<file path="config.mk">
export PLATFORM = sky130hd
export DESIGN_NAME = sysbus_line_arbiter
export DESIGN_NICKNAME = d
export VERILOG_FILES = /design/src/rtl/sysbus_pkg.sv /design/src/rtl/sysbus_line_arbiter_rr_arb2.sv /design/src/rtl/sysbus_line_arbiter.sv
export SDC_FILE = /design/constraint.sdc
export NUM_CORES = 2
export LEC_CHECK = 0
export BUFFER_PORTS_ARGS = -buffer_cell sky130_fd_sc_hd__buf_2
export CELL_PAD_IN_SITES_DETAIL_PLACEMENT = 0
export CELL_PAD_IN_SITES_GLOBAL_PLACEMENT = 1
export CORE_AREA = 2 2 723 725
export DETAILED_ROUTE_END_ITERATION = 16
export DIE_AREA = 0 0 725 727
export GPL_TIMING_DRIVEN = 0
export PLACE_DENSITY = 0.3
export SKIP_LAST_GASP = 1
export SYNTH_ARGS = -nofsm -noshare
export SYNTH_HDL_FRONTEND = slang
export SYNTH_SLANG_ARGS = --single-unit
</file>
<file path="constraint.sdc">
create_clock -name clk -period 5.65 [get_ports clk]
set_input_delay 0.2825 -clock clk [delete_from_list [all_inputs] [get_ports clk]]
set_output_delay 0.2825 -clock clk [all_outputs]
set_load 0.03 [all_outputs]
</file>
<file path="src/rtl/sysbus_pkg.sv">
// Shared definitions for the Sysbus line arbiter: bus tag layout and FSM states.
package sysbus_pkg;

  localparam int         TAG_W    = 13;
  localparam int         RW_BIT   = 12;
  localparam logic [3:0] MEM_TYPE = 4'b0001;

  typedef enum logic [2:0] {
    IDLE  = 3'd0,
    ADDR  = 3'd1,
    WDATA = 3'd2,
    RDATA = 3'd3,
    DONE  = 3'd4
  } state_t;

  // Tag = {rw, memory type, 8-bit client id}
  function automatic logic [TAG_W-1:0] make_tag(input logic rw, input logic id);
    logic [TAG_W-1:0] tag;
    tag         = '0;
    tag[RW_BIT] = rw;
    tag[11:8]   = MEM_TYPE;
    tag[7:0]    = 8'(id);
    return tag;
  endfunction

endpackage

</file>
<file path="src/rtl/sysbus_line_arbiter_rr_arb2.sv">
// Two-input round-robin arbiter; the pointer names the client favoured on a tie
// and moves to the other client whenever a grant is accepted.
module rr_arb2 (
  input  logic       clk,
  input  logic       reset,
  input  logic [1:0] req,
  input  logic       accept,
  output logic [1:0] grant
);

  logic ptr;

  always_comb begin
    grant = req;
    if (req == 2'b11) grant = ptr ? 2'b10 : 2'b01;
  end

  always_ff @(posedge clk) begin
    if (reset) begin
      ptr <= 1'b0;
    end else if (accept && (|grant)) begin
      ptr <= grant[0];
    end
  end

endmodule

</file>
<file path="src/rtl/sysbus_line_arbiter.sv">
// Shares one Sysbus port between instruction-fetch (client 0) and data (client 1)
// line requesters; one line read or write at a time, serialised into bus beats.
module sysbus_line_arbiter
  import sysbus_pkg::*;
#(
  parameter int DATA_WIDTH = 64,
  parameter int TAG_WIDTH  = 13,
  parameter int LINE_BEATS = 8,
  localparam int LW = DATA_WIDTH * LINE_BEATS
) (
  input  logic                  clk,
  input  logic                  reset,
  input  logic [1:0]            c_req_valid,
  output logic [1:0]            c_req_ready,
  input  logic [1:0]            c_req_write,
  input  logic [127:0]          c_req_addr,
  input  logic [2*LW-1:0]       c_req_line,
  output logic [1:0]            c_resp_valid,
  output logic [LW-1:0]         c_resp_line,
  output logic [DATA_WIDTH-1:0] bus_req,
  output logic [TAG_WIDTH-1:0]  bus_reqtag,
  output logic                  bus_reqcyc,
  input  logic                  bus_reqack,
  input  logic [DATA_WIDTH-1:0] bus_resp,
  input  logic [TAG_WIDTH-1:0]  bus_resptag,
  input  logic                  bus_respcyc,
  output logic                  bus_respack
);

  localparam int BW = (LINE_BEATS > 1) ? $clog2(LINE_BEATS) : 1;
  localparam logic [BW-1:0] LAST_BEAT = BW'(LINE_BEATS - 1);

  // Handshake: a client request is taken in the cycle c_req_valid[i] & c_req_ready[i];
  // a bus request beat moves when bus_reqcyc & bus_reqack; a response beat is consumed
  // when bus_respcyc & bus_respack.
  state_t         state;
  logic [BW-1:0]  beat;
  logic [BW-1:0]  next_beat;
  logic           id_q;
  logic           write_q;
  logic [LW-1:0]  line_q;

  logic [1:0]     arb_req;
  logic [1:0]     grant;
  logic           gid;
  logic           sel_write;
  logic [63:0]    sel_addr;
  logic [LW-1:0]  sel_line;
  logic           idle;

  assign idle      = (state == IDLE) && !reset;
  assign arb_req   = idle ? c_req_valid : 2'b00;
  assign gid       = grant[1];
  assign sel_write = gid ? c_req_write[1] : c_req_write[0];
  assign sel_addr  = gid ? c_req_addr[127:64] : c_req_addr[63:0];
  assign sel_line  = gid ? c_req_line[2*LW-1:LW] : c_req_line[LW-1:0];
  assign next_beat = beat + 1'b1;

  rr_arb2 u_arb (
    .clk    (clk),
    .reset  (reset),
    .req    (arb_req),
    .accept (idle),
    .grant  (grant)
  );

  assign c_req_ready = grant;
  assign c_resp_line = line_q;
  // Foreign tags belong to other bus masters and are left for them.
  assign bus_respack = (state == RDATA) && bus_respcyc && (bus_resptag == bus_reqtag);

  always_ff @(posedge clk) begin
    if (reset) begin
      state        <= IDLE;
      beat         <= '0;
      id_q         <= 1'b0;
      write_q      <= 1'b0;
      line_q       <= '0;
      bus_req      <= '0;
      bus_reqtag   <= '0;
      bus_reqcyc   <= 1'b0;
      c_resp_valid <= 2'b00;
    end else begin
      c_resp_valid <= 2'b00;
      case (state)
        IDLE: begin
          if (|grant) begin
            id_q       <= gid;
            write_q    <= sel_write;
            line_q     <= sel_line;
            bus_req    <= DATA_WIDTH'(sel_addr & ~64'h3f);
            bus_reqtag <= TAG_WIDTH'(make_tag(sel_write, gid));
            bus_reqcyc <= 1'b1;
            state      <= ADDR;
          end
        end
        ADDR: begin
          if (bus_reqack) begin
            beat <= '0;
            if (write_q) begin
              bus_req <= line_q[DATA_WIDTH-1:0];
              state   <= WDATA;
            end else begin
              bus_req    <= '0;
              bus_reqcyc <= 1'b0;
              state      <= RDATA;
            end
          end
        end
        WDATA: begin
          if (bus_reqack) begin
            if (beat == LAST_BEAT) begin
              beat               <= '0;
              bus_req            <= '0;
              bus_reqcyc         <= 1'b0;
              c_resp_valid[id_q] <= 1'b1;
              state              <= DONE;
            end else begin
              beat    <= next_beat;
              bus_req <= line_q[DATA_WIDTH*int'(next_beat) +: DATA_WIDTH];
            end
          end
        end
        RDATA: begin
          if (bus_respack) begin
            line_q[DATA_WIDTH*int'(beat) +: DATA_WIDTH] <= bus_resp;
            if (beat == LAST_BEAT) begin
              beat               <= '0;
              c_resp_valid[id_q] <= 1'b1;
              state              <= DONE;
            end else begin
              beat <= next_beat;
            end
          end
        end
        DONE: begin
          state <= IDLE;
        end
        default: begin
          state <= IDLE;
        end
      endcase
    end
  end

endmodule

</file>
* Yosys cells after proc, flatten, opt, wreduce, memory -nomap -nowiden
Index checks and enable logic that the tools add are counted.
** Cells by class
- $add $sub $neg :: 2
- Magnitude comparators :: 2
- Equal/unequal tests :: 12
- Shifts and indexed selects :: 3
- Muxes and demuxes :: 40
- Reduce and logical (&&, ||, !) cells :: 17
** Operators with widths (count)
- $mux 512 :: 3
- $pmux 512 s2 :: 1
- $bwmux 512 :: 1
- $shift 64x33->512 const A :: 1
- $shiftx 512x10->64 :: 1
- $shiftx 64x33->512 :: 1
- $mux 64 :: 6
- $pmux 64 s3 :: 1
- $neg 9->33 :: 1
- $mux 3 :: 9
- $eq 13x13->1 :: 1
- $mux 2 :: 6
- $pmux 3 s4 :: 1
- $reduce_and 4->1 :: 3
- $ne 2x2->1 const B :: 5
- $pmux 3 s3 :: 1
- $mux 1 :: 8
- $eq 3x2->1 const B :: 2
- $reduce_and 6->1 :: 1
- $reduce_bool 3->1 :: 2
- $logic_and 1x1->1 :: 5
- $pmux 2 s2 :: 1
- $add 3x1->3 const B :: 1
- $eq 3x1->1 const B :: 1
- other kinds (13) :: 13
** Storage, ports and cells
- Flip-flop bits (word level) :: 591
- Output and inout port bits :: 595
- Word-level logic and storage cells :: 86

* Depth between registers and ports, before layout
- Depth in word-level cells :: 8
- Depth in mapped cells :: 13

* Modules after synthesis
A second synthesis with hierarchy kept.
** Unflattened totals
- Cell total of the unflattened synthesis :: 4853
- Area, all modules :: 38739.7 sq um
** By module, submodules not included
- sysbus_line_arbiter :: times used 1, cells each 4846, area each 38674.6 sq um, sequential area each 11771.3 sq um
- rr_arb2 :: times used 1, cells each 7, area each 65.1 sq um, sequential area each 20.0 sq um

* Least setup slack after synthesis
Ideal clock, no wire load.
- Path kind :: reg-to-reg
- Start :: reg beat[0]
- End :: reg bus_req[50]
- Library setup time :: 0.131 ns
- Data arrival time :: 2.596 ns
- Required time :: 5.519 ns
- Path slack :: 2.923 ns
- Cell stages (with the launch flop) :: 11
- Path buffers :: 4
- Clock period less this slack :: 2.727 ns
- Cell sequence :: dfxtp_1 > buf_2 > inv_1 > ha_1 > clkbuf_1 > buf_2 > buf_2 > mux4_2 > mux2_2 > a211oi_1 > nor3_1
** On the way
- Longest elaborated chain between the ends :: 5
- Elaborated cells on any way between the ends :: 6
** RTL lines
- start, declared :: RTL line sysbus_line_arbiter.sv:37 : logic [BW-1:0] beat;
- start signal, assigned :: RTL line sysbus_line_arbiter.sv:119 : beat <= next_beat;
- start signal, assigned :: RTL line sysbus_line_arbiter.sv:132 : beat <= next_beat;
- $add 3x1->3 :: RTL line sysbus_line_arbiter.sv:57 : assign next_beat = beat + 1'b1;
- $shiftx 512x10->64 :: RTL line sysbus_line_arbiter.sv:120 : bus_req <= line_q[DATA_WIDTH*int'(next_beat) +: DATA_WIDTH];
- $mux 64 * :: RTL line sysbus_line_arbiter.sv:112 : if (beat == LAST_BEAT) begin
- $mux 64 * :: RTL line sysbus_line_arbiter.sv:111 : if (bus_reqack) begin
- $pmux 64 s3 * :: RTL line sysbus_line_arbiter.sv:85 : case (state)
- end signal, assigned :: RTL line sysbus_line_arbiter.sv:91 : bus_req <= DATA_WIDTH'(sel_addr & ~64'h3f);
- end signal, assigned :: RTL line sysbus_line_arbiter.sv:101 : bus_req <= line_q[DATA_WIDTH-1:0];
- end signal, assigned :: RTL line sysbus_line_arbiter.sv:120
- end, declared :: RTL line sysbus_line_arbiter.sv:20 : output logic [DATA_WIDTH-1:0] bus_req,
Every way passes the cells marked *; elsewhere a longest branch is shown, timed or not. The select of a mux whose other input is x is not followed.
A chain may end at the register's enable or synchronous reset.

* Final worst setup path
- Start :: reg beat[0]
- End :: reg line_q[170], in the netlist c_resp_line[170]
** On the way
- Longest elaborated chain between the ends :: 5
- Elaborated cells on any way between the ends :: 6
** RTL lines
- $neg 9->33 * :: RTL line sysbus_line_arbiter.sv:126 : line_q[DATA_WIDTH*int'(beat) +: DATA_WIDTH] <= bus_resp;
- $shiftx 64x33->512 / $shift 64x33->512 (equally long branches) :: RTL line sysbus_line_arbiter.sv:126
- $bwmux 512 * :: RTL line sysbus_line_arbiter.sv:126
- $mux 512 * :: RTL line sysbus_line_arbiter.sv:125 : if (bus_respack) begin
- $pmux 512 s2 * :: RTL line sysbus_line_arbiter.sv:85
- end signal, assigned :: RTL line sysbus_line_arbiter.sv:90 : line_q <= sel_line;
- end signal, assigned by index :: RTL line sysbus_line_arbiter.sv:126
- end, declared :: RTL line sysbus_line_arbiter.sv:41 : logic [LW-1:0] line_q;
Marks and branches as above.

==> summary.md <==
| Metric | Value |
|---|---|
| CP required | around 6400 ps |
| Wirelength per Cell | 45.3 um |
| Final Cycle Share | 97.8% |
| Hold depth | 4 |
| Setup WS post-layout | 125 ps |
| Top Ports | 1832 |
| Core area | around 520000 um^2 |
| Largest net degree at the start of global routing | 16 |
| Rel. slew slack | -6.64% |
| Die Wd | 725 um |
| IO Port Bufs | 1754 |
| Die Area | 527000 um^2 |
| Switching pwr | between 15 and 20 mW |
| Clock latency on the worst-skew pair | 930 ps |
| Ys async rst share | 0% |
| CTS sink count | about 590 |
| Sw Ratio | between 50 and 60% |
| Slew Limit Fails | 32 |
| Max H-tree Level | 3 |
| Flop pwr share | 24.3% |
| Antenna violations before repair | about 340 |
| Via count | around 58000 |
| WP data arrival | 6280 ps |
| Setup CP Type | flop to flop |
| Die Span Y | between 700 and 800 um |
| Logic gate share of total power | 50.9% |
| Clock skew | 99.5 ps |
| Peak supply drop | 226 uV |
| Post-synth EDFFs | 0 |
| RSZ-0062 raised after global routing | false |
| Register bit count reported by yosys | 589 |
| Final setup vio count | 0 |
| Element type at the critical path end | flop |
| Clk pwr share | 24.8% |
| Layout cells sized above 1 | between 30% and 40% |
| DRT antenna net count | 0 |
| Area Overhead vs Synth | 87.7% |
| Commonest non-fill, non-tap cell in the layout | buf_2 |
| Run status | finished, violations left |
| Max Cap Viol | 3 |
| Synth Warn # | 0 |
| CP max FO | 14 |
| Starting Density | 7.47% |
| TritonCTS clock tree | done |
| Synth cell types | 62 |
| Post-synthesis sequential area ratio | 30.4% |
| Clock Tree Buf Depth | 4 |
| First-pass GRT wire length | 793000 um |
| Global Route Usage Sum | roughly a quarter |
| Area share of the largest cell type after synthesis | 30.4% |
| Int Power | around 14 mW |
| Synth area leader | dfxtp_1 |
| Reg clk slew, reported paths | 60 ps |
| Vias in the first global route | 56900 |
| Worst hold path type | input port to flop |
| Mapped Cells | 4421 |
| Number of remaining DRC errors | 0 |
| Pwr/cell area | 394 nW/um^2 |
| Syn avg cell area | 8.78 um^2 |
| Router iterations before antenna repair | 7 |
| NumNets Final | 8688 |
| Crit path launch type | flop |
| Setup bufs post-CTS | 0 |
| Most frequent cells in the layout | buf_2 (1836), dlygate4sd3_1 (1083), nand2_1 (675) |
| Pleak | between 20 and 30 nW |
| Transition time of the tightest slew-check pin | 1600 ps |
| Final-report hold violation count | 0 |
| Post-place setup slack | -387 ps |
| Synth top area cells | dfxtp_1 (30%), mux4_2 (7.4%), nand2_1 (6.5%) |
| Cell area after synthesis | 38800 um^2 |
| Clock Root Buffer | clkbuf_16 |
| Min Hold Slack | 52.3 ps |
| Remaining global-route overflow | 0 |
| Via/cell ratio | 3.93 |
| CTS buffer count | 105 |
| Placed wire-length estimate | 574000 um |
| Worst r2r path cells | 13 |
| Final GP Congestion | 0.889 |
| Ys flop type | dfxtp_1 |
| F_max | 0.181 GHz |
| Drt first-iter violations | roughly 5700 |
| Post-Route WL | 662000 um |
| Placement Rows | 265 |
| Final Critical Period | 5530 ps |
| Failing checks | capacitance limit, slew limit |
| Reg-to-reg slack, setup | 120 ps |
==> final cells by class <==
cell class | count | area [um^2]
diodes | 154 | 385
plain buffers | 633 | 2860
clock buffers | 143 | 2940
clock inverters | 44 | 606
fillers | 60000 | 446000
inverters | 8 | 31.3
multi-input cells | 3199 | 24400
flip-flops and latches | 589 | 11800
well taps | 6942 | 8690
repair buffers | 2911 | 21100
==> path summary, 6_finish.rpt <==
| path | to | start |
|---|---|---|
| setup / recovery | c_resp_line[170] | beat[0] |
| hold / removal | c_resp_line[246] | c_req_line[758] |
| setup reg to reg | c_resp_line[170] | beat[0] |
| hold reg to reg | bus_reqcyc | bus_reqcyc |
==> state kept, by name, summed over array words and instances (netlist names) <==
signal,cells
c_resp_line,512
bus_req,64
beat,3
state,3
bus_reqtag,2
c_resp_valid,2
bus_reqcyc,1
u_arb.ptr,1
write_q,1
==> critical path, stage by stage, from the launching register on <==
cell and delay [ps]:
dfxtp_1 330, buf_2 390, inv_1 110, ha_1 290
clkbuf_2 230, buf_12 290, nand4b_1 670, nor4b_1 510
buf_4 650, clkbuf_1 600, nand2_1 110, a31o_2 250
dlygate4sd3_1 620, mux2i_1 130
==> per-stage QoR <==
step | cells | TNS (ps) | power, mW | utilization [%] | instance area [um^2]
final | 14600 | 0 | 28.7 | 14.0 | 72800
after floorplan | 4430 | 0 | 11.6 | - | 38800
after detailed placement | 13200 | -32170 | 20.6 | 11.2 | 58100
after global placement | 13100 | -1821140 | 20.4 | 10.8 | 56300
after global routing | 14500 | 0 | 29.6 | 14.0 | 72600
after CTS | 14500 | 0 | 29.1 | 14.0 | 72400
==> power by group through the flow <==
stage / registers, mW / logic (mW) / clock network [mW]
finish: 6.98 / 14.6 / 7.13
global placement: 7.04 / 13.3 / 0
floorplan: 7.61 / 4.00 / 0
detailed placement: 7.05 / 13.6 / 0
global route: 7.01 / 15.2 / 7.39
CTS: 6.98 / 14.8 / 7.32
==> synth_stat cells, drive strengths merged, types with 5 or more instances <==
master and number:
a222oi 55, a221oi 62, a41oi 64, a311o 128, nand2 675, nor2b 6, a21oi 204, nor2 135
o22a 71, o21ai 15, clkbuf 484, a311oi 55, mux4 128, dfxtp 589, a22oi 123, a31o 128
mux2i 210, buf 150, a31oi 66, nor3 71, o211ai 128, inv 7, mux2 245, o31ai 322
nand2b 5, nand3 233
==> per-layer routing <==
layer,GRT usage (%),up-vias,routed length [um]
met3,7.23,707,54100
met1,29.4,30000,274000
li1,-,23400,-
met4,7.36,96,24800
met2,40.4,3258,309000
met5,0,-,628
==> cells by family (layout without fill, tap and decap cells) <==
logic type	Yosys count	in the layout	synth area share [%]
flip-flops	589	589	30.4
adder cells (fa/ha/maj)	4	4	0.129
AO/OA/AOI/OAI	1440	1440	29.8
buffers and inverters	642	3739	7.08
AND/OR/NAND/NOR	1159	1159	12.6
XOR/XNOR	3	3	0.0677
other	1	164	0.00966
multiplexers	583	583	20.0
==> repair_timing <==
item / in CTS / in global routing
endpoints found under the setup margin: 193 / 2
resized for setup: 1 / 1
hold buffers: 1083 / 0
endpoints found under the hold margin: 540 / 0
(Power assumes the default switching activity.)
